==> config.mk <==
export PLATFORM = sky130hd
export DESIGN_NAME = serial_sub_ctrl
export DESIGN_NICKNAME = d
export VERILOG_FILES = /design/src/rtl/serial_sub_ctrl_pkg.sv /design/src/rtl/serial_sub_ctrl_subtractor1b.sv /design/src/rtl/serial_sub_ctrl.sv
export SDC_FILE = /design/constraint.sdc
export NUM_CORES = 1
export LEC_CHECK = 0
export BUFFER_PORTS_ARGS = -buffer_cell sky130_fd_sc_hd__buf_4
export CAP_MARGIN = 40
export CORE_MARGIN = 2
export CORE_UTILIZATION = 53
export CTS_CLUSTER_DIAMETER = 30
export DETAILED_ROUTE_END_ITERATION = 7
export GPL_TIMING_DRIVEN = 0
export PLACE_DENSITY = 0.77
export RECOVER_POWER = 50
export SLEW_MARGIN = 20
export SYNTH_ARGS = -nofsm -noshare
export SYNTH_HDL_FRONTEND = slang
export SYNTH_SLANG_ARGS = --single-unit
==> constraint.sdc <==
create_clock -name clk -period 1.6 [get_ports clk]
set_input_delay 0.16 -clock clk [delete_from_list [all_inputs] [get_ports clk]]
set_output_delay 0.16 -clock clk [all_outputs]
set_load 0.1 [all_outputs]
==> src/rtl/serial_sub_ctrl_pkg.sv <==
// Shared definitions for the bit-serial subtractor controller.
package serial_sub_ctrl_pkg;

  localparam logic [1:0] S_IDLE = 2'd0;
  localparam logic [1:0] S_RUN  = 2'd1;
  localparam logic [1:0] S_DONE = 2'd2;

  typedef enum logic [1:0] {
    ST_IDLE = S_IDLE,
    ST_RUN  = S_RUN,
    ST_DONE = S_DONE
  } state_t;

endpackage

==> src/rtl/serial_sub_ctrl_subtractor1b.sv <==
// 1-bit full-subtractor cell: Difference = A - B - Bin, Bout set when that underflows.
module Subtractor1b (
  input  logic A,
  input  logic B,
  input  logic Bin,
  output logic Difference,
  output logic Bout
);

  assign Difference = A ^ B ^ Bin;
  assign Bout       = (~A & B) | (~A & Bin) | (B & Bin);

endmodule

==> src/rtl/serial_sub_ctrl.sv <==
// Bit-serial WIDTH-bit subtractor: one shared 1-bit cell sequenced LSB first over WIDTH cycles.
module serial_sub_ctrl
  import serial_sub_ctrl_pkg::*;
#(
  parameter int WIDTH = 8
) (
  input  logic             clk,
  input  logic             rst,
  input  logic             start,
  input  logic [WIDTH-1:0] a,
  input  logic [WIDTH-1:0] b,
  input  logic             bin,
  output logic             ready,
  output logic             busy,
  output logic             done,
  output logic [WIDTH-1:0] diff,
  output logic             bout,
  output logic             ovf
);

  localparam int CNT_W = $clog2(WIDTH);
  localparam logic [CNT_W-1:0] CNT_LAST = CNT_W'(WIDTH - 1);
  localparam logic [CNT_W-1:0] CNT_ONE  = CNT_W'(1);

  state_t           state_r;
  logic [WIDTH-1:0] a_sh_r;
  logic [WIDTH-1:0] b_sh_r;
  logic [WIDTH-1:0] diff_r;
  logic [CNT_W-1:0] cnt_r;
  logic             borrow_r;
  logic             ready_r;
  logic             busy_r;
  logic             done_r;
  logic             bout_r;
  logic             ovf_r;
  logic             cell_diff_s;
  logic             cell_bout_s;

  Subtractor1b u_cell (
    .A          (a_sh_r[0]),
    .B          (b_sh_r[0]),
    .Bin        (borrow_r),
    .Difference (cell_diff_s),
    .Bout       (cell_bout_s)
  );

  // Sequencer: FSM, operand shift registers, borrow chain and registered outputs.
  always_ff @(posedge clk) begin
    if (rst) begin
      state_r  <= ST_IDLE;
      a_sh_r   <= {WIDTH{1'b0}};
      b_sh_r   <= {WIDTH{1'b0}};
      diff_r   <= {WIDTH{1'b0}};
      cnt_r    <= {CNT_W{1'b0}};
      borrow_r <= 1'b0;
      ready_r  <= 1'b1;
      busy_r   <= 1'b0;
      done_r   <= 1'b0;
      bout_r   <= 1'b0;
      ovf_r    <= 1'b0;
    end else begin
      case (state_r)
        ST_IDLE: begin
          if (start && ready_r) begin
            a_sh_r   <= a;
            b_sh_r   <= b;
            borrow_r <= bin;
            cnt_r    <= {CNT_W{1'b0}};
            diff_r   <= {WIDTH{1'b0}};
            bout_r   <= 1'b0;
            ovf_r    <= 1'b0;
            ready_r  <= 1'b0;
            busy_r   <= 1'b1;
            state_r  <= ST_RUN;
          end
        end
        ST_RUN: begin
          diff_r   <= {cell_diff_s, diff_r[WIDTH-1:1]};
          a_sh_r   <= {1'b0, a_sh_r[WIDTH-1:1]};
          b_sh_r   <= {1'b0, b_sh_r[WIDTH-1:1]};
          borrow_r <= cell_bout_s;
          cnt_r    <= cnt_r + CNT_ONE;
          // MSB cycle: borrow_r is the borrow into the sign bit, so overflow is it XOR the final borrow
          if (cnt_r == CNT_LAST) begin
            bout_r  <= cell_bout_s;
            ovf_r   <= borrow_r ^ cell_bout_s;
            cnt_r   <= {CNT_W{1'b0}};
            busy_r  <= 1'b0;
            done_r  <= 1'b1;
            state_r <= ST_DONE;
          end
        end
        ST_DONE: begin
          done_r  <= 1'b0;
          ready_r <= 1'b1;
          state_r <= ST_IDLE;
        end
        default: begin
          done_r  <= 1'b0;
          busy_r  <= 1'b0;
          ready_r <= 1'b1;
          state_r <= ST_IDLE;
        end
      endcase
    end
  end

  assign ready = ready_r;
  assign busy  = busy_r;
  assign done  = done_r;
  assign diff  = diff_r;
  assign bout  = bout_r;
  assign ovf   = ovf_r;

endmodule

==> impl_metrics.py <==
metrics = {
    "synthesis": {
        "synth_fa_ha_area_frac": 0.02793,
        "synth_top_family_by_area": "compound AO/OA/AOI/OAI gates",
        "yosysMostFrequentCell": "dfxtp_1",
        "synth_xor_area_frac": 0.005431,
        "synth_top_area_cell": "dfxtp_1",
        "yosysSeqAreaShare": 0.4344,
        "synth.distinct_cells": 36,
        "synth.top_cells.by_area": "dfxtp_1, mux2_4, o311a_1, o21bai_1, nand2_1",
        "synth_top_area_share": 0.4344,
        "synth_mux_area_frac": 0.1140,
        "synth_area_sq_um": 1613,
        "syn_inst": 159,
        "synth_edf_count": 0,
        "synth_compound_area_frac": 0.2599,
        "yosys_warnings": 0,
        "synth_simple_gate_area_share": 0.1016,
        "ys_top_cells_by_count": "dfxtp_1, nand2_1, o21bai_1, o311a_1, a21oi_1",
        "yosys_register_bits": 35,
        "synth_fp_nets": 182,
        "synthFlopType": "dfxtp_1",
        "synthArstFlopShare": 0,
        "avgSynthCellArea_sq_um": 10.14,
    },
    "detailed_routing": {
        "ant_nets": 0,
        "via_count": 1357,
        "wl_per_cell_um": 14.77,
        "wl_met2_mm": 1.655,
        "via_per_inst": 5.849,
        "drc": 0,
        "wl_mm": 3.426,
        "highest_layer": "met4",
        "drt-met1-wl_mm": 1.547,
        "wl_met3_um": 182,
        "first_iter_violations": 88,
        "dr.pass1.iters": 4,
    },
    "placement": {
        "dpl_cell_area_sq_um": 1896,
        "dp_hpwl_mm": 2.449,
        "io_buffer_count": 32,
        "dpl_worst_slack_ps": 133.1,
        "gp_congestion": 0.8210,
    },
    "sta": {
        "timing.slew.headroom": 0.6395,
        "worst_slew_pin_slew_ps": 543.0,
        "hold_viol_final": 0,
        "drv_slew": 0,
        "max_freq_mhz": 667.5,
        "finalSetupTns_ps": 0,
        "worst_slack_ps": 101.9,
        "fin_skew_ps": 13.80,
        "rsz0062_at_grt": "no",
        "layout_min_cycle_time_ps": 1498,
        "final-setup-viol-count": 0,
        "period_share": 0.9363,
    },
    "setup_path": {
        "crit_path_max_fanout": 10,
        "critPathKind": "reg2reg",
        "r2r-start": "state_r[1]",
        "crit_start": "state_r[1]",
        "critPathCaptureType": "register",
        "worstSetupEndpoint": "b_sh_r[1]",
        "reg2reg_depth": 4,
        "reg2reg_setup_slack_ps": 100,
        "reg2reg_to": "b_sh_r[1]",
        "worstPathRequired_ps": 1830,
        "start_kind": "register",
        "crit_arrival_ps": 1730,
    },
    "global_route": {
        "overflow": 0,
        "grt_max_degree": 12,
        "grt_usage": 0.2218,
        "antenna_found_initial": 0,
        "grt_pass1_vias": 1282,
        "grt_pass1_wl_mm": 5.823,
    },
    "power_and_ir_drop": {
        "powerDensity_nw_per_um2": 978.6,
        "vdd_drop_max_uv": 657.0,
        "p_total_w": 0.001876,
        "seqPwrFrac": 0.519,
        "power_leakage_nw": 0.8454,
        "net-switching-power_w": 0.0005727,
        "p_clk_frac": 0.250,
        "power_frac_comb": 0.231,
        "internal_power_w": 0.001303,
        "swShare": 0.3053,
    },
    "floorplanning": {
        "core_sq_um": 2978,
        "row_count": 20,
        "start_util": 0.5416,
        "dieWidth_um": 59.17,
        "die-height_um": 59.17,
        "dieArea_sq_um": 3501,
        "ioPinCount": 33,
    },
    "cts": {
        "cts_root_buf": "clkbuf_4",
        "clk_latency_ps": 340,
        "cts_tree": "done",
        "clk_path_buf_depth": 2,
        "cts_made_buffers": 5,
        "clk_pin_slew_worst_paths_ps": 120,
        "htree_levels": 2,
        "holdBufCountCts": 0,
        "cts_sinks": 35,
    },
    "job": {
        "drv_cap": 0,
    },
    "final_layout": {
        "fin_nets": 221,
        "fin_area_sq_um": 1917,
        "n_antenna_cell": 0,
        "area_growth_pct": 18.85,
        "drive_gt1_frac": 0.3216,
    },
    "worst_hold_path": {
        "hp-class": "in2reg",
    },
    "run_status": {
        "status": "finished clean",
    },
}
-- flip-flops by register name (all words and copies together) (netlist names) --
register,cells
a_sh_r,8
b_sh_r,8
diff,8
cnt_r,3
state_r,2
borrow_r,1
bout,1
busy,1
done,1
ovf,1
ready,1
-- power by group through the flow --
stage | Sequential [W] | Combinational [W] | Clock (W)
finish | 0.000974 | 0.000433 | 0.000469
detailed placement | 0.000993 | 0.000435 | 0
floorplan | 0.00104 | 0.000274 | 0
CTS | 0.000974 | 0.000438 | 0.000474
global placement | 0.000990 | 0.000421 | 0
global route | 0.000981 | 0.000475 | 0.000513
-- routing by layer --
| metal | vias to the layer above | global-route usage |
|---|---|---|
| li1 | 671 | - |
| met1 | 643 | 0.2849 |
| met2 | 37 | 0.3603 |
| met3 | 6 | 0.05022 |
| met4 | 0 | 0.09091 |
| met5 | - | 0 |
-- stage by stage --
stage,hold slack [ps],util,instances
after floorplan,232.8,-,159
after global placement,380.4,0.6366,224
after detailed placement,387.5,0.6366,224
after CTS,22.02,0.6542,232
after global routing,18.51,0.6437,232
final,23.31,0.6437,232
-- cell type report --
cell class / instances / area [sq um]
fill: 256 / 1061
multi-input combinational: 106 / 820.8
sequential: 35 / 701.9
timing repair buffer: 32 / 207.7
buffer: 14 / 77.57
tap: 33 / 41.29
clock buffer: 5 / 37.54
clock inverter: 3 / 15.01
inverter: 4 / 15.01
-- placed cells by master, fill, tap and decap left out, types with 3 or more instances in the layout --
cell       n
o22ai_1    5
o311a_1   13
a21oi_1   11
buf_2      3
o21bai_1  13
clkinv_2   3
clkbuf_1   6
nand2_1   15
mux2_4    10
clkbuf_4   5
dfxtp_1   34
buf_4     20
inv_1      4
o32ai_1    3
clkbuf_2  15
o21ai_0    8
nor2_1     4
-- logic make-up (layout without fill, tap and decap cells) --
kind of cell               Yosys count  in the layout
AOI/OAI and AO/OA                   58             58
DFF                                 35             35
and+or+nand+nor                     31             31
buffers and inverters               18             58
muxes                               13             13
adders and majority gates            3              3
xor gates and xnor gates             1              1
-- worst min-delay path by stage --
stage / start / endpoint / cells after the start
global placement: rst / cnt_r[0] / 2
detailed placement: rst / cnt_r[0] / 2
global route: rst / cnt_r[0] / 2
floorplan: rst / cnt_r[0] / 1
finish: rst / cnt_r[0] / 2
CTS: rst / cnt_r[0] / 2
-- worst max-delay path, stage by stage (launching register included) --
cell	delay [ps]
dfxtp_1	430
nand2b_4	180
buf_6	180
mux2_4	310
o311a_1	280
-- repair_timing --
action,4_1_cts,5_1_grt
endpoints found under the setup margin,0,4
buffers inserted,0,0
gates resized for setup,0,2
Note: power is estimated with default switching activity, not from simulation.
